**src/rtl/shift_normalizer16.sv**
```systemverilog
// Sequential leading-one normalizer: one log-shift stage (8,4,2,1) per clock, fixed 5-cycle latency.
// Optional NORM_SIGNED_EN adds a signed_mode input that counts redundant sign bits instead of leading zeros.
module shift_normalizer16 (
  input  logic        clk,
  input  logic        rst,
  input  logic        start,
  input  logic [15:0] data_in,
`ifdef NORM_SIGNED_EN
  input  logic        signed_mode,
`endif
  output logic        busy,
  output logic        done,
  output logic [15:0] norm_word,
  output logic [3:0]  shamt,
  output logic        zero
);

  typedef enum logic [2:0] {IDLE, S8, S4, S2, S1, DONE} state_t;

  state_t      r_state, w_state_next;
  logic [15:0] r_work, w_work_next;
  logic [3:0]  r_shamt, w_shamt_next;
  logic        r_zero, w_zero_next;
  logic        w_signed;
  logic [3:0]  w_k;
  logic [4:0]  w_k1;
  logic [15:0] w_mask_u, w_mask_s, w_sign_diff;
  logic        w_shift_ok;

`ifdef NORM_SIGNED_EN
  logic r_signed, w_signed_next;

  always_ff @(posedge clk or posedge rst) begin
    if (rst) r_signed <= 1'b0;
    else     r_signed <= w_signed_next;
  end

  always_comb begin
    w_signed_next = r_signed;
    if (r_state == IDLE && start) w_signed_next = signed_mode;
  end

  assign w_signed = r_signed;
`else
  assign w_signed = 1'b0;
`endif

  always_ff @(posedge clk or posedge rst) begin
    if (rst) begin
      r_state <= IDLE;
      r_work  <= 16'h0000;
      r_shamt <= 4'd0;
      r_zero  <= 1'b0;
    end else begin
      r_state <= w_state_next;
      r_work  <= w_work_next;
      r_shamt <= w_shamt_next;
      r_zero  <= w_zero_next;
    end
  end

  always_comb begin
    w_k = 4'd0;
    case (r_state)
      S8:      w_k = 4'd8;
      S4:      w_k = 4'd4;
      S2:      w_k = 4'd2;
      S1:      w_k = 4'd1;
      default: w_k = 4'd0;
    endcase
  end

  // Masks select the top k bits (unsigned) or top k+1 bits (signed, compared against bit 15).
  assign w_k1        = {1'b0, w_k} + 5'd1;
  assign w_mask_u    = ~(16'hFFFF >> w_k);
  assign w_mask_s    = ~(16'hFFFF >> w_k1);
  assign w_sign_diff = r_work ^ {16{r_work[15]}};
  assign w_shift_ok  = w_signed ? ((w_sign_diff & w_mask_s) == 16'h0000)
                                : ((r_work & w_mask_u) == 16'h0000);

  always_comb begin
    w_state_next = r_state;
    w_work_next  = r_work;
    w_shamt_next = r_shamt;
    w_zero_next  = r_zero;
    case (r_state)
      IDLE: begin
        if (start) begin
          w_state_next = S8;
          w_work_next  = data_in;
          w_shamt_next = 4'd0;
          w_zero_next  = (data_in == 16'h0000);
        end
      end
      S8, S4, S2, S1: begin
        case (r_state)
          S8:      w_state_next = S4;
          S4:      w_state_next = S2;
          S2:      w_state_next = S1;
          default: w_state_next = DONE;
        endcase
        // A zero word would otherwise shift through every stage; it must report shamt=0.
        if (!r_zero && w_shift_ok) begin
          w_work_next  = r_work << w_k;
          w_shamt_next = r_shamt + w_k;
        end
      end
      DONE:    w_state_next = IDLE;
      default: w_state_next = IDLE;
    endcase
  end

  assign busy      = (r_state == S8) || (r_state == S4) || (r_state == S2) || (r_state == S1);
  assign done      = (r_state == DONE);
  assign norm_word = r_work;
  assign shamt     = r_shamt;
  assign zero      = r_zero;

endmodule

```
**config.mk**
```make
export PLATFORM = sky130hd
export DESIGN_NAME = shift_normalizer16
export DESIGN_NICKNAME = d
export VERILOG_FILES = /design/src/rtl/shift_normalizer16.sv
export SDC_FILE = /design/constraint.sdc
export NUM_CORES = 1
export LEC_CHECK = 0
export ABC_CLOCK_PERIOD_IN_PS = 6000
export BUFFER_PORTS_ARGS = -buffer_cell sky130_fd_sc_hd__buf_2
export CAP_MARGIN = 25
export CORE_ASPECT_RATIO = 1.75
export CORE_UTILIZATION = 38
export CTS_CLUSTER_DIAMETER = 40
export DETAILED_ROUTE_END_ITERATION = 6
export HOLD_SLACK_MARGIN = 0.05
export SETUP_SLACK_MARGIN = 0.15
export SYNTH_ARGS = -nofsm -noshare
export SYNTH_HDL_FRONTEND = slang
export SYNTH_SLANG_ARGS = --single-unit
```
**constraint.sdc**
```tcl
create_clock -name clk -period 6 [get_ports clk]
set_input_delay 0.3 -clock clk [delete_from_list [all_inputs] [get_ports clk]]
set_output_delay 0.3 -clock clk [all_outputs]
set_load 0.05 [all_outputs]
```
==> run metrics, run 1 <==
result of the run=completed; final-layout setup total negative slack=0 ps; number of inserted filler cells in the final layout=494; CP Max Fanout=23; number of instances in the synthesized netlist=217; buffers inserted during post-CTS setup optimization=0; Resize count post-CTS=0; CORE AREA=0.00493 mm²; Max H-tree Level=1; Final ANT Viol Nets=0; depth of the worst register-to-register path=10; I/O pin cnt=42; y dimension of the die=96.5 µm; kind of cell with the highest combined delay on the critical path=adder cells; slowest cell on the critical path=sky130_fd_sc_hd__dfrtp_1; maximum number of pins on one net before global-route repair=50; initial core utilization=0.393; worst hold path type=input port to flip-flop; count of clock tree sinks=24; std cell rows=34; library cell occupying the most area in the post-synthesis netlist=sky130_fd_sc_hd__dfrtp_1; cell types with the largest area share after synthesis=sky130_fd_sc_hd__dfrtp_1, sky130_fd_sc_hd__mux2i_1, sky130_fd_sc_hd__nor2_1; Nets=274; clock transition at the registers of the reported paths=100 ps; placer's final routability congestion estimate=0.852; first-pass GRT wire length=between 8 and 9 mm; sum of overflow across all layers after global routing=0; most used cell along the critical path=sky130_fd_sc_hd__a21oi_1; worst slew slack as a fraction of its limit=0.416; number of global-route vias before repair=between 1500 and 2000; instance area at placement=~0.0021 mm²; synth-to-layout area growth=16.3%; register area share after synthesis=0.309; critical path buffer and inverter count=3; Syn. warnings=0; least setup slack across all paths after layout=3420 ps; Period minus WS final=~2600 ps; count of cell types in the netlist=55; clock tree from TritonCTS=done; global router's overall resource usage=0.208; drt initial violations=84; number of iterations in the first detailed-routing pass=5; number of failing hold endpoints at the final stage=0; post-route fraction of the period consumed by the critical path=0.431; clock root buffer master=sky130_fd_sc_hd__clkbuf_8; Worst Hold Margin=268 ps; Fin Clk Skew=11.9 ps; area of the mapped netlist=0.00194 mm²; cell with the most instances after synthesis=sky130_fd_sc_hd__nor2_1; Final setup viols=0; placement-stage worst setup slack=2960 ps; average cell area after synthesis=8.94 µm²; quantity of I/O buffers inserted on ports=41; count of state elements after synthesis=24; dominant synthesized flop cell=sky130_fd_sc_hd__dfrtp_1; area of the die=0.00541 mm²; max-slew violation total from the final report=0; Worst Path Class, Setup=flip-flop to flip-flop; kind of end point of the critical path=flip-flop; Cells on Worst Hold Path=3; total number of cells along the worst setup path=10; detailed-placement wirelength estimate=around 4 mm; horizontal extent of the die=about 56 µm; cell-by-cell listing of the critical path=buf_16 > inv_2 > nand2b_1 > inv_1 > ha_1 > fa_1 > nor3b_1 > a21oi_1 > or3_1 > a21oi_1; highest attainable clock frequency=~390 MHz; Worst-Margin Slew=876 ps; clock insertion delay at the later pin of the skew report=280 ps; data required time at the worst endpoint=6210 ps; initial antenna violation count=0; number of buffers inserted during clock tree synthesis=3; number of synthesized flops with an enable pin=0; data arrival time at the worst-slack endpoint=2800 ps; final WL=5.49 mm; kind of start point of the critical path=flip-flop; Residual DRC=0; routed wire length per instance=about 18 µm; via total after detailed routing=between 1500 and 2000; largest incremental delay on the critical path=600 ps; max-cap violations=0; fraction of layout instances using a drive strength above 1=0.279; list of most frequent post-synthesis cells=sky130_fd_sc_hd__nor2_1, sky130_fd_sc_hd__dfrtp_1, sky130_fd_sc_hd__a21oi_1, sky130_fd_sc_hd__nand2_1; number of buffers between clock root and the deepest sink=2; ANT cells=0; via/cell ratio=6.06; share of the synthesized area in the top cell type=0.309; final std cell area, no fill=0.00226 mm²; share of synthesized flip-flops with an asynchronous set or reset=1.00; RSZ-0062 raised after global routing=false; net count after synthesis=roughly 240
[repair_timing]
| item | in CTS | in global routing |
|---|---|---|
| hold buffers | 0 | 1 |
| hold endpoints to repair | 0 | 8 |
| endpoints found under the setup margin | 0 | 0 |
[flip-flops by register name, summed over array words and instances (netlist names)]
signal     cells
norm_word     16
r_state        3
shamt          4
zero           1
[tightest hold or removal path, delay by kind of cell]
| kind | cells | cell delay, ps |
|---|---|---|
| buffers and inverters | 1 | 90 |
| AO/OA/AOI/OAI | 1 | 70 |
| AND/OR/NAND/NOR | 1 | 60 |
[logic make-up after synthesis]
group | count (synthesis) | share of synthesized area
xor+xnor | 3 | 0.0174
simple gates | 70 | 0.179
compound gates | 67 | 0.251
flops | 24 | 0.309
fa+ha+maj | 3 | 0.0232
buf+inv | 27 | 0.0767
mux | 23 | 0.143
[through the flow]
| step | utilization | cells |
|---|---|---|
| after floorplan | - | 217 |
| after global placement | 0.430 | 298 |
| after detailed placement | 0.430 | 298 |
| after CTS | 0.444 | 302 |
| after global routing | 0.457 | 305 |
| final | 0.457 | 305 |
[layout by cell type (no fill, tap or decap), drive strengths merged, types with 4 or more instances in the layout]
cell,netlist,layout
nand3,6,6
o21ai,12,12
dfrtp,24,24
mux2,8,8
nor3,4,4
nor2,25,25
nor4,5,5
inv,11,11
a22o,5,5
nand2,15,15
mux2i,12,12
a21oi,19,19
a222oi,5,5
nand2b,4,4
buf,16,45
[per-layer routing]
layer | up-vias | wire (µm) | GRT usage
met1 | 888 | 2210 | 0.238
li1 | 872 | - | -
met2 | 67 | 2900 | 0.382
met4 | 0 | 228 | 0.108
met5 | - | 0 | 0
met3 | 22 | 155 | 0.0200
[final cells by class]
| class | instances | area (µm²) | area share |
|---|---|---|---|
| clock buffers | 3 | 41.3 | 0.0183 |
| clock inverters | 1 | 30.0 | 0.0133 |
| inverters | 11 | 41.3 | 0.0183 |
| multi-input cells | 166 | 1190 | 0.528 |
| flip-flops and latches | 24 | 601 | 0.266 |
| well taps | 54 | 67.6 | 0.0299 |
| repair buffers | 46 | 285 | 0.126 |
[path summary, 6_finish.rpt]
kind                                         from                  endpoint  slack [ps]
min reg2reg                  shamt[3]$_DFFE_PP0P_      shamt[3]$_DFFE_PP0P_         530
min in group asynchronous                     rst  norm_word[7]$_DFFE_PP0P_         550
max reg2reg                r_state[0]$_DFFE_PP0N_      shamt[2]$_DFFE_PP0P_        3420
max                        r_state[0]$_DFFE_PP0N_      shamt[2]$_DFFE_PP0P_        3420
max in group asynchronous                     rst  norm_word[6]$_DFFE_PP0P_        5000
min                                    data_in[0]  norm_word[0]$_DFFE_PP0P_         270
Power of run 1 is not shown: default switching activity piles up to over one toggle a cycle in this logic, so the estimate is an artifact.
==> run 2, diff against run 1 <==
--- a/config.mk
+++ b/config.mk
@@ -5,7 +5,7 @@
 export SDC_FILE = /design/constraint.sdc
 export NUM_CORES = 1
 export LEC_CHECK = 0
-export ABC_CLOCK_PERIOD_IN_PS = 6000
+export ABC_CLOCK_PERIOD_IN_PS = 2500
 export BUFFER_PORTS_ARGS = -buffer_cell sky130_fd_sc_hd__buf_2
 export CAP_MARGIN = 25
 export CORE_ASPECT_RATIO = 1.75
==> constraint.sdc (replaced) <==
create_clock -name clk -period 2.5 [get_ports clk]
set_input_delay 0.125 -clock clk [delete_from_list [all_inputs] [get_ports clk]]
set_output_delay 0.125 -clock clk [all_outputs]
set_load 0.05 [all_outputs]
==> run metrics, run 2 (synthesis gave the netlist of run 1 again) <==
maximum number of pins on one net before global-route repair=48 (was 50); final-layout setup total negative slack=0 ps (unchanged); highest attainable clock frequency=457 MHz (was 387 MHz); CORE AREA=0.00493 mm² (unchanged); number of global-route vias before repair=1758 (was 1756); number of iterations in the first detailed-routing pass=4 (was 5); kind of start point of the critical path=flip-flop (unchanged); RSZ-0062 raised after global routing=true (was false); worst reg2reg setup slack=310 ps (was 3420 ps); final WL=5.67 mm (was 5.49 mm); cell-by-cell listing of the critical path=buf_6 > nand2b_1 > nor2_1 > ha_1 > a21o_1 > nand2_1 > xnor2_1 > o311a_1 > a21oi_1 (was buf_16 > inv_2 > nand2b_1 > inv_1 > ha_1 > fa_1 > nor3b_1 > a21oi_1 > or3_1 > a21oi_1); data required time at the worst endpoint=2700 ps (was 6210 ps); first-pass GRT wire length=8.99 mm (was 8.73 mm); clock insertion delay at the later pin of the skew report=270 ps (was 280 ps); number of buffers between clock root and the deepest sink=2 (unchanged); horizontal extent of the die=56.0 µm (unchanged); Fin Clk Skew=5.80 ps (was 11.9 ps); initial antenna violation count=0 (unchanged); Final setup viols=0 (unchanged); largest incremental delay on the critical path=370 ps (was 600 ps); ANT cells=0 (unchanged); CP Max Fanout=29 (was 23); worst hold path type=input port to flip-flop (unchanged); routed wire length per instance=18.4 µm (was 18.0 µm); Nets=278 (was 274); drt initial violations=67 (was 84); data arrival time at the worst-slack endpoint=2390 ps (was 2800 ps); most common cell after layout, fill and taps aside=sky130_fd_sc_hd__buf_2 (unchanged); commonest cells after routing, fill and taps aside=sky130_fd_sc_hd__buf_2, sky130_fd_sc_hd__nor2_1, sky130_fd_sc_hd__dfrtp_1, sky130_fd_sc_hd__a21oi_1, sky130_fd_sc_hd__nand2_1 (unchanged); sum of overflow across all layers after global routing=0 (unchanged); clock transition at the registers of the reported paths=90 ps (was 100 ps); via total after detailed routing=1826 (was 1849); Cells on Worst Hold Path=3 (unchanged); Period minus WS final=2190 ps (was 2580 ps); quantity of I/O buffers inserted on ports=41 (unchanged); I/O pin cnt=42 (unchanged); depth of the worst register-to-register path=9 (was 10); area of the die=0.00541 mm² (unchanged); via/cell ratio=5.91 (was 6.06); y dimension of the die=96.5 µm (unchanged); result of the run=completed (unchanged); Worst Path Class, Setup=flip-flop to flip-flop (unchanged); Worst-Margin Slew=675 ps (was 876 ps); max-slew violation total from the final report=0 (unchanged); synth-to-layout area growth=16.3% (unchanged); placer's final routability congestion estimate=0.802 (was 0.852); count of clock tree sinks=24 (unchanged); global router's overall resource usage=0.217 (was 0.208); std cell rows=34 (unchanged); Final ANT Viol Nets=0 (unchanged); post-route fraction of the period consumed by the critical path=0.876 (was 0.431); number of buffers inserted during clock tree synthesis=3 (unchanged); clock tree from TritonCTS=done (unchanged); max reg flops=16 (unchanged); slowest cell on the critical path=sky130_fd_sc_hd__dfrtp_1 (unchanged); initial core utilization=0.393 (unchanged); kind of end point of the critical path=flip-flop (unchanged); worst slew slack as a fraction of its limit=0.548 (was 0.416); buffers inserted during post-CTS setup optimization=0 (unchanged); Residual DRC=0 (unchanged); fraction of layout instances using a drive strength above 1=0.294 (was 0.279); detailed-placement wirelength estimate=4.22 mm (was 3.96 mm); number of failing hold endpoints at the final stage=0 (unchanged); Max H-tree Level=1 (unchanged); max-cap violations=0 (unchanged); clock root buffer master=sky130_fd_sc_hd__clkbuf_8 (unchanged)
-- run 2: what timing repair did --
action	4_1_cts	5_1_grt
setup endpoints to repair	0	2
resized for setup	0	2
hold buffers	0	1
endpoints found under the hold margin	0	24
-- run 2: final timing paths --
path                                        start                        end
setup / recovery           r_state[1]$_DFFE_PP0N_       shamt[3]$_DFFE_PP0P_
hold / removal                         data_in[0]   norm_word[0]$_DFFE_PP0P_
setup reg to reg           r_state[1]$_DFFE_PP0N_       shamt[3]$_DFFE_PP0P_
hold reg to reg              shamt[3]$_DFFE_PP0P_       shamt[3]$_DFFE_PP0P_
max in group asynchronous                     rst  norm_word[14]$_DFFE_PP0P_
min in group asynchronous                     rst   norm_word[1]$_DFFE_PP0P_
-- run 2: routing by layer --
layer / up-vias / share of wire / wire length [µm] / track usage
met5: - / 0 / 0 / 0
met4: 0 / 0.026 / 149 / 0.110
met3: 15 / 0.028 / 161 / 0.0186
met2: 47 / 0.56 / 3160 / 0.409
met1: 886 / 0.39 / 2200 / 0.240
li1: 878 / - / - / -
-- run 2: worst max-delay path, delay by kind of cell (launching register included) --
kind	cells	cell delay (ps)
xor gates and xnor gates	1	100
adders and majority gates	1	270
buffers and inverters	1	250
DFF	1	370
AOI/OAI and AO/OA	3	620
and+or+nand+nor	3	500
-- run 2: layout make-up --
class / instances / area (µm²)
Tap cell: 54 / 67.6
Fill cell: 522 / 2680
Clock buffer: 4 / 55.1
Multi-Input combinational cell: 166 / 1190
Inverter: 11 / 41.3
Timing Repair Buffer: 50 / 299
Sequential cell: 24 / 601
-- run 2: per-stage QoR --
stage | hold slack (ps) | instances | utilization | setup slack, ps | instance area (µm²)
2_1_floorplan | 140 | 217 | - | 390 | 1940
4_1_cts | 108 | 307 | 0.449 | 248 | 2210
6_report | 110 | 309 | 0.457 | 311 | 2260
5_1_grt | 124 | 309 | 0.457 | 123 | 2260
3_5_place_dp | 398 | 303 | 0.437 | 274 | 2160
3_3_place_gp | 389 | 303 | 0.437 | 348 | 2160
Power of run 2 is left out for the same reason.
